$ cat config.mk
export PLATFORM = sky130hd
export DESIGN_NAME = pc_fetch_unit
export DESIGN_NICKNAME = d
export VERILOG_FILES = /design/src/rtl/pc_fetch_unit.sv
export SDC_FILE = /design/constraint.sdc
export NUM_CORES = 1
export LEC_CHECK = 0
export CORE_ASPECT_RATIO = 1.4
export CORE_UTILIZATION = 51
export CTS_BUF_LIST = sky130_fd_sc_hd__clkbuf_4 sky130_fd_sc_hd__clkbuf_8
export DETAILED_ROUTE_END_ITERATION = 8
export HOLD_SLACK_MARGIN = 0.03
export PLACE_DENSITY = 0.95
export SLEW_MARGIN = 20
export SYNTH_ARGS = -nofsm -noshare
export SYNTH_HDL_FRONTEND = slang
export SYNTH_SLANG_ARGS = --single-unit
$ cat constraint.sdc
create_clock -name clk -period 6.8 [get_ports clk]
set_input_delay 1.02 -clock clk [delete_from_list [all_inputs] [get_ports clk]]
set_output_delay 1.02 -clock clk [all_outputs]
set_load 0.05 [all_outputs]
$ cat src/rtl/pc_fetch_unit.sv
// Program counter / next-PC stage feeding a word-indexed instruction memory.
// Optional PC_PERF_CNT_EN adds fetch and stall performance counters.
module pc_fetch_unit #(
  parameter logic [31:0] RESET_PC   = 32'h0000_0000,
  parameter int          IMEM_DEPTH = 32
) (
  input  logic        clk,
  input  logic        rst_n,
  input  logic        stall_i,
  input  logic        branch_taken_i,
  input  logic [31:0] branch_off_i,
  input  logic        jal_i,
  input  logic [31:0] jal_off_i,
  input  logic        jalr_i,
  input  logic [31:0] jalr_tgt_i,
  input  logic        halt_i,
  input  logic [31:0] instr_i,
  output logic [31:0] imem_addr_o,
  output logic [31:0] pc_o,
  output logic [31:0] pc_plus4_o,
  output logic [31:0] instr_o,
  output logic        fetch_valid_o,
  output logic        fault_o,
  output logic        halted_o
`ifdef PC_PERF_CNT_EN
  ,
  output logic [31:0] fetch_cnt_o,
  output logic [31:0] stall_cnt_o
`endif
);

  localparam logic [31:0] NOP      = 32'h0000_0013;
  localparam logic [32:0] PC_LIMIT = 33'(IMEM_DEPTH) << 2;

  typedef enum logic [1:0] {
    BOOT,
    RUN,
    HALT
  } state_t;

  state_t             state, state_nxt;
  logic        [31:0] pc_p0, pc_nxt;
  logic               fault_p0, fault_nxt;
  logic signed [31:0] br_off, jal_off;
  logic        [31:0] target;

  assign br_off  = branch_off_i;
  assign jal_off = jal_off_i;

  function automatic logic [31:0] pc_add(input logic [31:0] base,
                                         input logic signed [31:0] off);
    logic signed [31:0] sum;
    sum = $signed(base) + off;
    return $unsigned(sum);
  endfunction

  function automatic logic target_bad(input logic [31:0] t);
    return (t[1:0] != 2'b00) || ({1'b0, t} >= PC_LIMIT);
  endfunction

  always_comb begin
    target = pc_p0 + 32'd4;
    if (jalr_i)              target = jalr_tgt_i & 32'hFFFF_FFFE;
    else if (jal_i)          target = pc_add(pc_p0, jal_off);
    else if (branch_taken_i) target = pc_add(pc_p0, br_off);
  end

  // Halt outranks any redirect; a bad target leaves the PC where it was.
  always_comb begin
    state_nxt = state;
    pc_nxt    = pc_p0;
    fault_nxt = fault_p0;
    case (state)
      BOOT: state_nxt = RUN;
      RUN: begin
        if (!stall_i) begin
          if (halt_i) begin
            state_nxt = HALT;
          end else if (target_bad(target)) begin
            fault_nxt = 1'b1;
            state_nxt = HALT;
          end else begin
            pc_nxt = target;
          end
        end
      end
      HALT: state_nxt = HALT;
      default: state_nxt = BOOT;
    endcase
  end

  always_ff @(posedge clk) begin
    if (!rst_n) begin
      state    <= BOOT;
      pc_p0    <= RESET_PC;
      fault_p0 <= 1'b0;
    end else begin
      state    <= state_nxt;
      pc_p0    <= pc_nxt;
      fault_p0 <= fault_nxt;
    end
  end

  assign fetch_valid_o = (state == RUN);
  assign halted_o      = (state == HALT);
  assign fault_o       = fault_p0;
  assign pc_o          = pc_p0;
  assign pc_plus4_o    = pc_p0 + 32'd4;
  assign imem_addr_o   = {2'b00, pc_p0[31:2]};
  assign instr_o       = fetch_valid_o ? instr_i : NOP;

`ifdef PC_PERF_CNT_EN
  logic [31:0] fetch_cnt, stall_cnt;

  always_ff @(posedge clk) begin
    if (!rst_n) begin
      fetch_cnt <= '0;
      stall_cnt <= '0;
    end else if (state == RUN) begin
      if (stall_i) stall_cnt <= stall_cnt + 32'd1;
      else         fetch_cnt <= fetch_cnt + 32'd1;
    end
  end

  assign fetch_cnt_o = fetch_cnt;
  assign stall_cnt_o = stall_cnt;
`endif

endmodule

==> metrics.txt <==
status finished clean; Worst Skew 0.00782 ns; Hold WS 0.484 ns; post-synthesis sequential area ratio 9.89%; Reg clk slew, reported paths 0.09 ns; CTS tree built; adder-cell share of the synthesized area 12.2%; post-layout min period 5.64 ns; register area 701 sq um; pre-CTS WS 0.973 ns; routability congestion estimate 0.997; Ys Warns 0; fin nets 1,414; Sw Ratio 46.4%; DIE HEIGHT 141 um; sw power 0.506 mW; number of synthesized flops with an enable pin 0; Total Routed Length 30,400 um; RSZ-0062 raised after global routing false; Seq cells post-synth 35; hold crit path type flip-flop to flip-flop; pwr dens 113 nW/um^2; clock tree buffer depth 2; Layout Area Growth over Synthesis 36.3%; Post-Syn Area 7090 sq um; area of the multi-input gates 5830 sq um; vias 9,142; CP arrival 5.84 ns; initial DRC count 844; Num Clock Sinks 35; Die X 102 um; Total GRT Usage 41.2%; area of the core 13,500 sq um; Tcrit/Tclk final 83.0%; main combinational cell family by area after synthesis simple AND/OR/NAND/NOR gates; first-pass GRT wire length 45,300 um; Max Fclk 177 MHz; Synth Flop Type dfxtp_1; via count of the first global-routing pass 8,651; cts hold-fix bufs 0; peak supply drop 0.187 mV; fin worst setup slack 1.16 ns; synth unique cells 87; ys async rst share 0%; post-synthesis compound-gate area fraction 30.4%; CTS H-Tree Depth 2; CP endpoint kind flip-flop; combinational share of power 60.6%; final hold vios 0; simple-gate share of the synthesized area 30.5%; final antenna-violating net count 0; die footprint 14,400 sq um; Non-Filler Instances 1,395; Starting Density 52.7%; Slew Limit Fails 0; Max Cap Viol 0; required time of the worst setup path 7.00 ns; final setup vio count 0; worst hold start fault_o$_SDFFE_PN0P_; syn_area_per_cell 7.00 sq um; post-CTS resize count 0; Clock Latency Late Sink 0.31 ns; placed cell count 1,386; WL/cell 21.8 um; Final Util 71.8%; drt pass-1 iters 6; layout cells sized above 1 4.21%; Fill cells 1,084; CP Launch Type input pin; num ports 266; largest net degree at the start of global routing 41; Syn Inst Count 1,012; multiplexer share of the synthesized area 2.37%; Overflow after GRT 0; Reg power frac 20.0%; Int Power 0.584 mW; Via density 6.55; Tightest Pin Transition 1.05 ns; CTS Buf Count 5; CP startpoint jal_off_i[0]; crit path kind input pin to flip-flop; Leak Pwr 3.86 nW; initial antenna violation count 2; DRC 0; CP Max Fanout 27; setup TNS 0 ns; Synth Area in XOR/XNOR 6.67%; Clock power frac 19.4%; PortBufs 262; Setup Fix Bufs, Post-CTS 0; DP HPWL 24,400 um; Crit Reg-Reg Startpoint pc_o[0]$_SDFFE_PN0P_; CTS root buf clkbuf_8; row count 50; Rel. slew slack 30.3%
[final cells by class]
| type | instances | area share, % |
|---|---|---|
| Inverter | 27 | 1.05 |
| Antenna cell | 1 | 0.0259 |
| Timing Repair Buffer | 269 | 27.7 |
| Clock buffer | 6 | 0.855 |
| Tap cell | 182 | 2.36 |
| Clock inverter | 2 | 0.363 |
| Multi-Input combinational cell | 873 | 60.4 |
| Sequential cell | 35 | 7.25 |
[cell usage after synthesis (4+ instances only)]
library cell | n | area [sq um]
nand2_1 | 117 | 439
a21oi_1 | 78 | 390
nor2_1 | 73 | 274
ha_1 | 66 | 826
and2_1 | 64 | 400
o21ai_0 | 45 | 225
buf_4 | 35 | 263
dfxtp_1 | 35 | 701
nor3_1 | 33 | 165
xnor2_1 | 33 | 289
nand3_1 | 29 | 145
nand4_1 | 29 | 181
inv_1 | 27 | 101
clkbuf_1 | 23 | 86.3
a21o_1 | 21 | 158
xor2_1 | 21 | 184
a31oi_1 | 19 | 119
o21a_1 | 17 | 128
buf_2 | 16 | 80.1
nand2b_1 | 16 | 100
or3_1 | 14 | 87.6
a211oi_1 | 13 | 97.6
mux2i_1 | 13 | 130
nor4_1 | 11 | 68.8
o211ai_1 | 11 | 82.6
and3_1 | 10 | 62.6
o21ai_1 | 10 | 50.1
a21oi_2 | 8 | 70.1
o221ai_1 | 8 | 70.1
or4_1 | 7 | 52.6
a211o_1 | 6 | 52.6
o21bai_1 | 6 | 45.0
a311oi_1 | 5 | 43.8
nor2b_1 | 4 | 25.0
[power groups by stage]
stage	sequential [mW]	clock (mW)	combinational [mW]
floorplan	0.223	0	0.409
global placement	0.222	0	0.642
detailed placement	0.222	0	0.651
CTS	0.217	0.210	0.654
global route	0.219	0.216	0.695
finish	0.218	0.212	0.660
[routing by layer]
layer / GRT usage (%) / part of all wire (%) / vias up
li1: - / - / 4131
met1: 43.5 / 33 / 4114
met2: 69.2 / 47 / 710
met3: 8.33 / 10 / 187
met4: 34.7 / 9.3 / 0
met5: 0 / 0 / -
[cell families (layout without fill, tap and decap cells)]
family,count (synthesis),count (layout)
compound gates,307,307
xor+xnor,54,54
fa+ha+maj,68,68
buf+inv,105,304
flops,35,35
mux,16,16
other cells,1,3
simple gates,426,426
[layout by cell type, fill, tap and decap left out, types with 7 or more instances in the layout]
cell	instances
a211oi_1	13
dfxtp_1	35
nand3_1	29
nand2_1	117
inv_1	27
o21ai_1	10
clkdlybuf4s50_1	262
xor2_1	21
o221ai_1	8
o211ai_1	11
and2_1	64
or3_1	14
a21o_1	21
a21oi_1	78
a21oi_2	8
a31oi_1	19
nor4_1	11
o21ai_0	45
o21a_1	17
and3_1	10
nand2b_1	16
or4_1	7
ha_1	65
mux2i_1	13
xnor2_1	33
buf_4	7
nor2_1	73
nand4_1	29
nor3_1	33
[through the flow]
stage	power [mW]	instance area (sq um)
after CTS	1.08	9650
after detailed placement	0.873	9540
after global routing	1.13	9660
after floorplan	0.632	7090
final	1.09	9660
after global placement	0.863	9540
[worst max-delay path: stages]
cell             delay (ns)
clkdlybuf4s50_1        0.46
ha_1                   0.19
inv_1                  0.06
fa_1                   0.38
nand2b_1               0.20
a21oi_1                0.26
o21ai_1                0.20
a21oi_1                0.39
mux2i_1                0.25
nand4_1                0.14
a221o_1                0.37
a2111o_1               0.38
nor4_2                 0.49
a41oi_2                0.62
and2_1                 0.41
[final timing paths]
kind                            cells past startpoint                    end  slack, ns
worst min register to register                      1   fault_o$_SDFFE_PN0P_       0.48
worst min-delay path                                1   fault_o$_SDFFE_PN0P_       0.48
worst max register to register                     14  pc_o[15]$_SDFFE_PN0P_       1.84
worst max-delay path                               15  pc_o[15]$_SDFFE_PN0P_       1.16
[sequential cells by signal, summed over array words and instances (netlist names)]
register  flops
fault_o       1
pc_o         32
state         2
No activity file was read; power rests on OpenSTA's default activity.
